`src/rtl/sumador_pkg.sv`:
```
// Shared types and constants for the serial add/subtract unit.
package sumador_pkg;

  typedef enum logic [1:0] {
    IDLE = 2'd0,
    CALC = 2'd1,
    DONE = 2'd2
  } state_t;

  localparam logic OP_ADD = 1'b0;
  localparam logic OP_SUB = 1'b1;

  localparam int unsigned DEF_WIDTH = 12;
  localparam int unsigned DEF_CHUNK = 4;

endpackage

```
`src/rtl/sumador_chunk.sv`:
```
// Combinational CHUNK-bit adder slice with carry in/out.
module sumador_chunk
  import sumador_pkg::*;
#(
  parameter int unsigned CHUNK = DEF_CHUNK
) (
  input  logic [CHUNK-1:0] a,
  input  logic [CHUNK-1:0] b,
  input  logic             cin,
  output logic [CHUNK-1:0] s,
  output logic             cout
);

  localparam int unsigned CW = CHUNK + 1;

  assign {cout, s} = CW'(a) + CW'(b) + CW'(cin);

endmodule

```
`src/rtl/sumador_serial_param.sv`:
```
// Multi-cycle add/subtract, CHUNK bits per clock, LSB chunk first.
// Optional saturation on signed overflow when SUMADOR_SAT_EN is defined (adds input sat).
module sumador_serial_param
  import sumador_pkg::*;
#(
  parameter int unsigned WIDTH = DEF_WIDTH,
  parameter int unsigned CHUNK = DEF_CHUNK
) (
  input  logic             clk,
  input  logic             rst,
  input  logic [WIDTH-1:0] num1,
  input  logic [WIDTH-1:0] num2,
  input  logic             op,
`ifdef SUMADOR_SAT_EN
  input  logic             sat,
`endif
  input  logic             start,
  output logic             busy,
  output logic             done,
  output logic [WIDTH:0]   resultado,
  output logic             overflow
);

  localparam int unsigned      N          = WIDTH / CHUNK;
  localparam int unsigned      CNT_W      = (N > 1) ? $clog2(N) : 1;
  localparam logic [CNT_W-1:0] LAST       = CNT_W'(N - 1);
  localparam logic [WIDTH-1:0] CHUNK_MASK = WIDTH'({CHUNK{1'b1}});

  state_t             state_q, state_d;
  logic               start_q, start_d;
  logic [WIDTH-1:0]   a_q, a_d;
  logic [WIDTH-1:0]   b_q, b_d;
  logic               op_q, op_d;
  logic [WIDTH-1:0]   sum_q, sum_d;
  logic               carry_q, carry_d;
  logic [CNT_W-1:0]   cnt_q, cnt_d;
  logic [WIDTH:0]     res_q, res_d;
  logic               ovf_q, ovf_d;
  logic               busy_q, busy_d;
  logic               done_q, done_d;
`ifdef SUMADOR_SAT_EN
  logic               sat_q, sat_d;
`endif

  logic               rise_c;
  logic [31:0]        off_c;
  logic [CHUNK-1:0]   a_chunk_c, b_chunk_c, s_c;
  logic               cout_c;

  assign rise_c    = start & ~start_q;
  assign off_c     = 32'(cnt_q) * CHUNK;
  assign a_chunk_c = CHUNK'(a_q >> off_c);
  assign b_chunk_c = CHUNK'(b_q >> off_c);

  sumador_chunk #(.CHUNK(CHUNK)) u_chunk (
    .a    (a_chunk_c),
    .b    (b_chunk_c),
    .cin  (carry_q),
    .s    (s_c),
    .cout (cout_c)
  );

  // State and datapath registers; reset arms start_q so a held button cannot fire.
  always_ff @(posedge clk) begin
    if (rst) begin
      state_q <= IDLE;
      start_q <= 1'b1;
      a_q     <= '0;
      b_q     <= '0;
      op_q    <= OP_ADD;
      sum_q   <= '0;
      carry_q <= 1'b0;
      cnt_q   <= '0;
      res_q   <= '0;
      ovf_q   <= 1'b0;
      busy_q  <= 1'b0;
      done_q  <= 1'b0;
`ifdef SUMADOR_SAT_EN
      sat_q   <= 1'b0;
`endif
    end else begin
      state_q <= state_d;
      start_q <= start_d;
      a_q     <= a_d;
      b_q     <= b_d;
      op_q    <= op_d;
      sum_q   <= sum_d;
      carry_q <= carry_d;
      cnt_q   <= cnt_d;
      res_q   <= res_d;
      ovf_q   <= ovf_d;
      busy_q  <= busy_d;
      done_q  <= done_d;
`ifdef SUMADOR_SAT_EN
      sat_q   <= sat_d;
`endif
    end
  end

  // Next-state and datapath logic.
  always_comb begin
    state_d = state_q;
    start_d = start;
    a_d     = a_q;
    b_d     = b_q;
    op_d    = op_q;
    sum_d   = sum_q;
    carry_d = carry_q;
    cnt_d   = cnt_q;
    res_d   = res_q;
    ovf_d   = ovf_q;
`ifdef SUMADOR_SAT_EN
    sat_d   = sat_q;
`endif

    case (state_q)
      IDLE: begin
        if (rise_c) begin
          a_d     = num1;
          b_d     = (op == OP_ADD) ? num2 : ~num2;
          op_d    = op;
          carry_d = (op == OP_SUB);
          cnt_d   = '0;
`ifdef SUMADOR_SAT_EN
          sat_d   = sat;
`endif
          state_d = CALC;
        end
      end
      CALC: begin
        sum_d   = (sum_q & ~(CHUNK_MASK << off_c)) | (WIDTH'(s_c) << off_c);
        carry_d = cout_c;
        cnt_d   = cnt_q + CNT_W'(1);
        if (cnt_q == LAST) begin
          state_d = DONE;
          cnt_d   = '0;
          ovf_d   = (a_q[WIDTH-1] == b_q[WIDTH-1]) && (sum_d[WIDTH-1] != a_q[WIDTH-1]);
          res_d   = {(op_q == OP_SUB) ? ~cout_c : cout_c, sum_d};
`ifdef SUMADOR_SAT_EN
          // Clamp toward the sign of A; bit WIDTH mirrors the clamped sign.
          if (sat_q && ovf_d) begin
            res_d = {a_q[WIDTH-1], a_q[WIDTH-1], {(WIDTH-1){~a_q[WIDTH-1]}}};
          end
`endif
        end
      end
      DONE: state_d = IDLE;
      default: state_d = IDLE;
    endcase

    busy_d = (state_d != IDLE);
    done_d = (state_d == DONE);
  end

  assign busy      = busy_q;
  assign done      = done_q;
  assign resultado = res_q;
  assign overflow  = ovf_q;

endmodule

```
`config.mk`:
```
export PLATFORM = sky130hd
export DESIGN_NAME = sumador_serial_param
export DESIGN_NICKNAME = d
export VERILOG_FILES = /design/src/rtl/sumador_pkg.sv /design/src/rtl/sumador_chunk.sv /design/src/rtl/sumador_serial_param.sv
export SDC_FILE = /design/constraint.sdc
export NUM_CORES = 1
export LEC_CHECK = 0
export ABC_AREA = 1
export CORE_MARGIN = 8
export CORE_UTILIZATION = 45
export CTS_BUF_LIST = sky130_fd_sc_hd__clkbuf_4
export CTS_CLUSTER_DIAMETER = 60
export DETAILED_ROUTE_END_ITERATION = 10
export HOLD_SLACK_MARGIN = 0.12
export PLACE_DENSITY_LB_ADDON = 0.3
export SYNTH_ARGS = -nofsm -noshare
export SYNTH_HDL_FRONTEND = slang
export SYNTH_SLANG_ARGS = --single-unit
```
`constraint.sdc`:
```
create_clock -name clk -period 3 [get_ports clk]
set_input_delay 0.9 -clock clk [delete_from_list [all_inputs] [get_ports clk]]
set_output_delay 0.9 -clock clk [all_outputs]
set_load 0.05 [all_outputs]
```
== Word-level counts from Yosys, hierarchy flattened ==
Index checks and enable logic that the tools add are counted.
Storage, ports and cells
  register bits after elaboration: 59
  word-level logic and storage cells: 49
Operators by class
  reduce and logical (&&, ||, !) cells: 7
  shift-type cells: 4
  mux-type cells: 10
  bitwise operators: 7
  eq/ne operators: 6
  add/subtract/negate cells: 3
Operators with widths (number)
  inverter 12 bit: 2
  >> shifter 12 x 4 -> 4 bit: 2
  bitwise AND 12 bit: 1
  two-way mux 12 bit: 1
  bitwise OR 12 bit: 1
  << shifter 4 x 4 -> 12 bit: 1
  << shifter 4 x 4 -> 12 bit, first input constant: 1
  two-way mux 2 bit: 4
  one-hot mux 2 bit (2 select lines): 2
  AND reduction 2 bit: 3
  adder 4 x 4 -> 5 bit: 1
  adder 5 x 1 -> 5 bit: 1
  == test 2 bit, second input constant: 2
  nonzero test 2 bit: 2
  adder 2 x 1 -> 2 bit, second input constant: 1
  == test 2 x 1 -> 1 bit, second input constant: 1
  logical NOT 2 bit: 1
  two-way mux 1 bit: 2
  != test 2 bit, second input constant: 1
  inverter 1 bit: 2
  one-hot mux 1 bit (2 select lines): 1
  bitwise AND 1 bit: 1
  == test 1 bit: 1
  logical AND 1 bit: 1
  != test 1 bit: 1

== Longest topological paths before layout ==
  depth after elaboration: 7
  gate-level depth with buffers: 13
  mapped depth without buffers: 13

== Cells and area by module ==
From an unflattened synthesis, not the netlist that was laid out.
Unflattened totals
  cell total of the unflattened synthesis: 359
  area total of the unflattened synthesis: 2576.2 um^2
Modules (own cells, without submodules)
  sumador_serial_param: cells an instance 334, sequential area each 1121.1 um^2, area an instance 2411.1 um^2, instances 1
  sumador_chunk: cells an instance 25, sequential area each 0.0 um^2, area an instance 165.2 um^2, instances 1

== Least setup slack after synthesis ==
No wires, ideal clock.
  kind: register to register
  start point: reg cnt_q[0]
  end point: reg res_q[12] (netlist: resultado[12])
  slack: 0.800 ns
  buffers on the path: 1
  library setup time: 0.113 ns
  data arrival time: 2.087 ns
  stages on the path, launching flop included: 13
  cells stage by stage: dfxtp_1 nor2_1 buf_2 inv_1 o221ai_1 fa_1 fa_1 nand2_1 nand2_1 a21oi_1 o21ai_0 o21ai_1 inv_1
Between the ends
  word-level cells in the longest chain between the ends: 5
  elaborated cells on any way between the ends: 8
  those cells by class: add/sub: 2; eq/ne: 1; shift: 2; mux: 1; bitwise: 1; reduce/logical: 1
Ends and longest elaborated chain
  from (decl): RTL line sumador_serial_param.sv:36  | logic [CNT_W-1:0] cnt_q, cnt_d;
  from (signal assigned): RTL line sumador_serial_param.sv:89  | cnt_q <= cnt_d;
  >> shifter 12 x 4 -> 4 bit (on tied branches): RTL line sumador_serial_param.sv:52, sumador_serial_param.sv:53
  adder 4 x 4 -> 5 bit: RTL line sumador_chunk.sv:16  | assign {cout, s} = CW'(a) + CW'(b) + CW'(cin);
  adder 5 x 1 -> 5 bit: RTL line sumador_chunk.sv:16
  inverter 1 bit: RTL line sumador_serial_param.sv:138  | res_d = {(op_q == OP_SUB) ? ~cout_c : cout_c, sum_d};
  two-way mux 1 bit: RTL line sumador_serial_param.sv:138
  to (signal assigned): RTL line sumador_serial_param.sv:90  | res_q <= res_d;
  to (decl): RTL line sumador_serial_param.sv:37  | logic [WIDTH:0] res_q, res_d;
Parallel ways exist; a longest one is shown, timed or not.
A chain may end at the register's enable or synchronous reset.

== Final worst setup path ==
  start point: reg res_q[12] (netlist: resultado[12])
  end point: out resultado[12]
RTL lines
  to (decl): RTL line sumador_serial_param.sv:20  | output logic [WIDTH:0] resultado,
No word-level cell between the ends.

==> metrics.txt <==
drt wl/cell 11.9 um; CP max stage cell clkdlybuf4s50_1; R2R depth 11; RR Endpoint resultado[12]; total power 1.28 mW; Max-cap violations 0; postcts setup bufs 0; maximum VDD drop 0.191 mV; Critical Path RT 2.10 ns; Sw Ratio 25.4%; CTS tree built; worst min-delay path startpoint resultado[8]; clock-pin slew on the worst setup and hold paths 0.14 ns; Cell Chain, Critical Path clkdlybuf4s50_1; TritonCTS Buffers 5; CP Launch Type flip-flop; initial core utilization 45.8%; clock root buffer clkbuf_4; final worst slack 0.557 ns; Peak Freq 409 MHz; largest net degree at the start of global routing 30; Hold-fix buffers, CTS 0; Final Hold Fails 0; DRT Pass-1 Iters 4; sw power 325 uW; htree depth 2; io pins 44; # DRC 0; Buffers & Inverters on Critical Path 1; grt total ovfl 0; Finished Core Util 54.9%; clock latency on the worst-skew pair 0.37 ns; Fin Setup TNS 0 ns; final setup fails 0; sequential power share 61.1%; clock sinks 56; sequential cell area fraction in the yosys report 45.3%; initial DRC count 78; Port Buffer Count 43; pre-CTS WS 0.601 ns; RSZ-0062 raised after global routing false; Clock Tree Buf Depth 2; hold slack final 0.463 ns; Final Slew Violations 0; commonest non-fill, non-tap cell in the layout dfxtp_1; status finished, final reports clean; share of post-route cells with drive strength above 1 8.31%; Area Overhead vs Synth 19.8%; post-synth net total 343; antenna diode count 0; Period minus WS final 2.44 ns; R2R Setup Slk 0.57 ns; first-pass GRT wire length 9040 um; Yosys reg bits 56; Die Footprint 0.00813 mm2; vias in the first global route 2116; Core Box Area 0.00541 mm2; Post-Syn Area 0.00247 mm2; Clock Skew 0.0124 ns; most frequent cells in the layout 56 x dfxtp_1, 53 x nand2_1, 43 x clkdlybuf4s50_1; top fanout value on the critical path 2; Routed Antenna Nets 0; crit path DAT 1.54 ns; Die Y 90.2 um; headroom to the max-slew limit 53.7%; critical path class reg2out; final instance area 0.00297 mm2; Via-to-Cell Ratio 4.93; syn avg cell area 7.98 um2; initial antenna violation count 0; vias post-DR 2076; routed wire length 5010 um; power per cell area 431 mW/mm2; placed insts 413; Hold Path Sink resultado[8]; Final HPWL DP 3800 um; endpoint class of the critical path output pin; distinct cell type count after synthesis 32; Logic pwr share 13.2%; worst slew pin tran 0.691 ns; GRT Total Usage 13.1%; GPL Wtd Cong 0.893; Clock power frac 25.7%; worst hold path class reg2reg; LEAKAGE 1.23 nW; CTS resizes 0; Worst path max stage delay 0.81 ns; die width 90.2 um; internal cell power 953 uW; worst r2r src cnt_q[0]; Yosys warnings 0; final std cells w/o fill 421; synthesized instance count 310; cell family with most CP delay buffers and inverters; fin crit share 81.4%; Cell Area, Placed 0.00291 mm2; Hold Crit Depth 2; Rows 27; Layout Nets 381
==> per-layer routing <==
metal	wire length, um	global-route usage, %	up-vias
li1	-	-	1075
met1	2290	15.0	943
met2	2400	22.0	52
met3	262	4.99	6
met4	60	4.44	0
met5	0	0	-
==> sequential cells by signal, summed over array words and instances (netlist names) <==
name and flops:
overflow 1, busy 1, sum_q 9, start_q 1
op_q 1, b_q 12, state_q 2, carry_q 1
done 1, a_q 12, resultado 13, cnt_q 2
==> worst register-to-register path: stages, from the launching register on <==
cell and delay (ns):
dfxtp_1 0.42, nor2_1 0.19, inv_1 0.14, o221ai_1 0.13, fa_1 0.42, fa_1 0.41
nand2_1 0.08, nand2_1 0.06, a21oi_1 0.20, o21ai_0 0.11, o21ai_1 0.12, inv_1 0.04
==> worst max-delay path by stage <==
stage | start | to | slack, ns | cells past startpoint
after floorplan | cnt_q[0] | resultado[12] | 0.80 | 12
after global placement | op | b_q[11] | 0.61 | 4
after detailed placement | op | b_q[11] | 0.60 | 4
after CTS | resultado[12] | resultado[12] | 0.53 | 1
after global routing | cnt_q[0] | sum_q[11] | 0.35 | 11
final | resultado[12] | resultado[12] | 0.56 | 1
==> cell usage after synthesis <==
master	n	area share, %
inv_1	23	3.5
a21oi_1	13	2.6
nand2_4	2	0.91
o21ai_1	7	1.4
o21a_1	1	0.30
a22oi_1	1	0.30
clkbuf_1	1	0.15
o21ai_0	31	6.3
nor2_1	41	6.2
a211oi_1	9	2.7
xor2_1	8	2.8
buf_6	4	1.8
nand3_1	12	2.4
buf_2	5	1.0
and2_1	1	0.25
ha_1	3	1.5
or2_0	1	0.25
nor2_4	2	0.91
nand2_1	53	8.0
clkinv_2	1	0.20
xnor2_1	5	1.8
clkbuf_2	1	0.20
dfxtp_1	56	45
o211ai_1	6	1.8
buf_4	3	0.91
inv_2	7	1.1
inv_4	2	0.51
nand2_2	4	1.0
nor2_2	1	0.25
nor2_8	1	0.81
o221ai_1	3	1.1
fa_1	2	1.6
==> kinds of logic (layout without fill, tap and decap cells) <==
family,Yosys count,count (layout),share of synthesized area (%)
AND/OR/NAND/NOR,118,118,21.1
AO/OA/AOI/OAI,71,71,16.5
flip-flops,56,56,45.3
buffers and inverters,47,86,9.35
XOR/XNOR,13,13,4.60
adder cells (fa/ha/maj),5,5,3.13
==> layout make-up <==
| class | instances | area [um2] |
|---|---|---|
| fill | 553 | 2440 |
| sequential | 56 | 1120 |
| clock inverter | 1 | 3.75 |
| tap | 72 | 90.1 |
| multi-input combinational | 207 | 1120 |
| clock buffer | 7 | 52.6 |
| inverter | 33 | 130 |
| timing repair buffer | 45 | 445 |
==> power groups by stage <==
stage | registers (mW) | logic, mW | clock network (mW)
finish | 0.781 | 0.169 | 0.329
CTS | 0.781 | 0.171 | 0.339
global placement | 0.797 | 0.168 | 0
floorplan | 0.797 | 0.112 | 0
global route | 0.784 | 0.191 | 0.374
detailed placement | 0.797 | 0.170 | 0
No activity file was read; power rests on OpenSTA's default activity.
